$ cat src/rtl/alu_acc_seq.sv
// Accumulator sequencer around an external combinational 4-bit ALU.
// Takes {op,b} commands, runs them against the accumulator and returns {y,flags} downstream.
module alu_acc_seq #(
    parameter logic [3:0] ACC_RST = 4'h0,
    parameter bit         CMP_WB  = 1'b0
) (
    input  logic       clk,
    input  logic       rst_n,
    input  logic       in_valid,
    output logic       in_ready,
    input  logic [3:0] in_op,
    input  logic [3:0] in_b,
    output logic [3:0] alu_a,
    output logic [3:0] alu_b,
    output logic [3:0] alu_op,
    input  logic [3:0] alu_y,
    input  logic [5:0] alu_flags,
    output logic       out_valid,
    input  logic       out_ready,
    output logic [3:0] out_y,
    output logic [5:0] out_flags,
    output logic [3:0] acc,
    output logic       ovf_sticky,
    input  logic       ovf_clr
);

    typedef enum logic [1:0] {
        IDLE = 2'd0,
        EXEC = 2'd1,
        HOLD = 2'd2
    } state_t;

    localparam logic [3:0] OP_CMP  = 4'b1110;
    localparam int         FLAG_VF = 3;

    state_t     state;
    logic [3:0] op_r;
    logic [3:0] b_r;
    logic       acc_keep;

    // Handshakes: a transfer happens on a rising edge where valid and ready are both high.
    // The source holds valid and its payload until then; out_valid never drops without a transfer.
    always_comb begin
        in_ready = 1'b0;
        case (state)
            IDLE:    in_ready = 1'b1;
            HOLD:    in_ready = out_ready;
            default: in_ready = 1'b0;
        endcase
    end

    assign alu_a    = acc;
    assign alu_b    = b_r;
    assign alu_op   = op_r;
    assign acc_keep = (op_r == OP_CMP) && !CMP_WB;

    always_ff @(posedge clk or negedge rst_n) begin
        if (!rst_n) begin
            state     <= IDLE;
            acc       <= ACC_RST;
            op_r      <= 4'h0;
            b_r       <= 4'h0;
            out_y     <= 4'h0;
            out_flags <= 6'h00;
            out_valid <= 1'b0;
        end else begin
            case (state)
                IDLE: begin
                    if (in_valid) begin
                        op_r  <= in_op;
                        b_r   <= in_b;
                        state <= EXEC;
                    end
                end
                EXEC: begin
                    out_y     <= alu_y;
                    out_flags <= alu_flags;
                    out_valid <= 1'b1;
                    if (!acc_keep) begin
                        acc <= alu_y;
                    end
                    state <= HOLD;
                end
                HOLD: begin
                    // Result and next command can both transfer on the same edge.
                    if (out_ready) begin
                        out_valid <= 1'b0;
                        if (in_valid) begin
                            op_r  <= in_op;
                            b_r   <= in_b;
                            state <= EXEC;
                        end else begin
                            state <= IDLE;
                        end
                    end
                end
                default: state <= IDLE;
            endcase
        end
    end

    // Clear wins over a same-cycle overflow capture.
    always_ff @(posedge clk or negedge rst_n) begin
        if (!rst_n) begin
            ovf_sticky <= 1'b0;
        end else if (ovf_clr) begin
            ovf_sticky <= 1'b0;
        end else if (state == EXEC && alu_flags[FLAG_VF]) begin
            ovf_sticky <= 1'b1;
        end
    end

endmodule

$ cat config.mk
export PLATFORM = sky130hd
export DESIGN_NAME = alu_acc_seq
export DESIGN_NICKNAME = d
export VERILOG_FILES = /design/src/rtl/alu_acc_seq.sv
export SDC_FILE = /design/constraint.sdc
export NUM_CORES = 1
export LEC_CHECK = 0
export CORE_MARGIN = 4
export CORE_UTILIZATION = 40
export DETAILED_ROUTE_END_ITERATION = 8
export GPL_TIMING_DRIVEN = 1
export PLACE_DENSITY = 0.88
export SLEW_MARGIN = 20
export SYNTH_ARGS = -nofsm -noshare
export SYNTH_HDL_FRONTEND = slang
export SYNTH_SLANG_ARGS = --single-unit
$ cat constraint.sdc
create_clock -name clk -period 3.17 [get_ports clk]
set_clock_uncertainty 0.05 [all_clocks]
set_input_delay 0.4755 -clock clk [delete_from_list [all_inputs] [get_ports clk]]
set_output_delay 0.4755 -clock clk [all_outputs]
set_load 0.01 [all_outputs]
==> flow_metrics.tcl <==
set metrics [dict create \
    antenna_found_initial 0 \
    dp.final_hpwl_microns 1758 \
    global_route_wire_length_before_repair_microns 3753 \
    cts_resized 0 \
    clock_tree.htree_level_count 1 \
    crit_fanout 3 \
    synth_top_cells_by_count "sky130_fd_sc_hd__dfrtp_1 (26), sky130_fd_sc_hd__mux2_2 (15), sky130_fd_sc_hd__mux2_4 (8)" \
    synthesis.area_per_instance_sq_um 16.27 \
    combined_global_route_utilization_of_all_metal_layers_pct 14.16 \
    place_congestion 0.6282 \
    worst_hold_check_path_type "primary input to asynchronous set/reset pin" \
    layout_cells_sized_above_1_pct 27.83 \
    setup.reg_to_reg.worst_slack_ps 1790 \
    die_footprint_sq_um 3577 \
    timing.critical_path.arrival_ps 1680 \
    synth_top_area_share_pct 60.61 \
    timing.final.setup_violations 0 \
    tritoncts_clock_tree "yes" \
    floorplan.die.width_microns 59.81 \
    synthesis.area_sq_um 1074 \
    grt_start_max_net_pins 27 \
    detailedRoute.firstIterationViolations 14 \
    sink_count_of_the_clock_tree 26 \
    antennaDiodeCount 0 \
    timing.slew.headroom_pct 62.58 \
    yosysWarnings 0 \
    clkLatencyLatePin_ps 310 \
    port-buffer-count 51 \
    initial_core_util_pct 42.56 \
    ys_dominant_reg_cell "sky130_fd_sc_hd__dfrtp_1" \
    count_of_hold_fix_buffers_inserted_at_cts 0 \
    antenna_violating_nets_post_route 0 \
    postLayoutSetupSlackWorst_ps 962.9 \
    route.detailed.vias_per_inst 4.959 \
    final.fill_count 193 \
    yosysUniqueCellTypes 15 \
    detailroute.via_count 719 \
    grt_remaining_overflow 0 \
    synthesis.instances 66 \
    unrepaired_setup_endpoints_after_global_routing "false" \
    most_frequent_cell_after_synthesis "sky130_fd_sc_hd__dfrtp_1" \
    route.detailed.drc 0 \
    totalWireLength_microns 2266 \
    number_of_slew_limit_violations_in_the_final_report 0 \
    placement_rows 18 \
    timing.setup.critical_path_class "primary input to output pin" \
    timing.critical_path.from_type "primary input" \
    postCtsSetupRepairBufs 0 \
    yosys_register_bits 26 \
    first_global_vias 822 \
    synth_fp_nets 89 \
    synth-edff-count 0 \
    root_buffer_master "sky130_fd_sc_hd__clkbuf_4" \
    wl_per_cell_microns 15.63 \
    total_power_mw 1.312 \
    cts_inserted_buffers 3 \
    worst-endpoint-required_ps 2640 \
    pre_cts_ws_ps 961.9 \
    setup.worst_path.end_class "output pin" \
    top_level_ports 52 \
    cts-root-to-sink-buffers 2 \
    core_sq_um 2522 \
    finalNetCount 140 \
    final_period_minus_worst_setup_slack_ps 2207 \
    power.density_nw_per_um2 822.9 \
    async_flop_share_pct 100.0 \
    finalCritPeriodShare_pct 69.62 \
    synth_sequential_area_ratio_pct 60.61 \
    netlist.top_cell.by_area "sky130_fd_sc_hd__dfrtp_1" \
    hold_slack_ps 78.43 \
    totalNegativeSetupSlack_ps 0 \
    irDropWorstVdd_v 0.0006824 \
    die_h_microns 59.81 \
    number_of_failing_hold_endpoints_at_the_final_stage 0 \
    run_status "finished, final reports clean" \
    synthTopCellsByArea "sky130_fd_sc_hd__dfrtp_1 (61%), sky130_fd_sc_hd__mux2_2 (16%), sky130_fd_sc_hd__mux2_4 (11%), sky130_fd_sc_hd__buf_4 (2.8%), sky130_fd_sc_hd__buf_6 (2.1%)" \
    max_cap_violations 0 \
    total_leakage_power_nw 0.6761 \
    number_of_optimization_iterations_in_the_first_detailed_route_pass 2 \
    area_delta_synth_final_pct 48.48 \
    clk_pin_slew_worst_setup_hold_paths_ps 130 \
    tightestPinTransition_ps 561.3 \
    layout.core_utilization_pct 63.19 \
    maxClockFrequency_mhz 453.1 \
]
-- final cells by class --
| cell class | instances | area (sq um) | area share [%] |
|---|---|---|---|
| multi-input combinational | 33 | 366.6 | 23.00 |
| sequential | 26 | 650.6 | 40.82 |
| tap | 30 | 37.54 | 2.355 |
| inverter | 1 | 3.754 | 0.2355 |
| clock buffer | 3 | 22.52 | 1.413 |
| timing repair buffer | 52 | 513.0 | 32.18 |
-- cell families after synthesis --
logic type,share of synthesized area [%]
flip-flops,60.61
AND/OR/NAND/NOR,5.012
AO/OA/AOI/OAI,2.215
buffers and inverters,5.244
multiplexers,26.92
-- layout by cell type (no fill, tap or decap), types with 2 or more instances in the layout --
cell                              Yosys  layout
sky130_fd_sc_hd__dfrtp_1             26      26
sky130_fd_sc_hd__nor2_1               2       2
sky130_fd_sc_hd__clkdlybuf4s50_1      0      50
sky130_fd_sc_hd__clkbuf_4             0       3
sky130_fd_sc_hd__mux2_2              15      15
sky130_fd_sc_hd__mux2_4               8       8
-- flip-flops by register name, indices dropped and copies added (netlist names) --
signal and cells:
acc 4, out_valid 1, out_y 4, state 2, alu_b 4, ovf_sticky 1
alu_op 4, out_flags 6
-- power by group --
group / internal, mW / switching, mW
logic: 0.415 / 0.217
clock network: 0.0444 / 0.0900
registers: 0.461 / 0.0854
-- stage by stage --
stage	instances	instance area (sq um)
final	145	1594
after global routing	145	1594
after CTS	145	1599
after detailed placement	142	1577
after global placement	142	1577
after floorplan	66	1074
-- routing by layer --
metal	vias to the layer above	global-route usage (%)	share of wire, %
met1	358	18.47	39
li1	324	-	-
met3	2	4.536	11
met2	35	21.76	49
met5	-	0	0
met4	0	5.696	0.62
-- critical path, stage by stage --
cell and delay, ps:
sky130_fd_sc_hd__clkdlybuf4s50_1 520, sky130_fd_sc_hd__nor2b_4 60, sky130_fd_sc_hd__nor2_1 80, sky130_fd_sc_hd__clkdlybuf4s50_1 540
-- worst paths after layout --
path	start	to	cells after the start
setup / recovery	out_ready	in_ready	4
setup reg to reg	state[1]	alu_b[0]	4
max in group asynchronous	rst_n	out_y[1]	1
min in group clk	ovf_sticky	ovf_sticky	2
hold / removal	rst_n	alu_b[3]	1
hold reg to reg	ovf_sticky	ovf_sticky	2
Note: power is estimated with default switching activity, not from simulation.
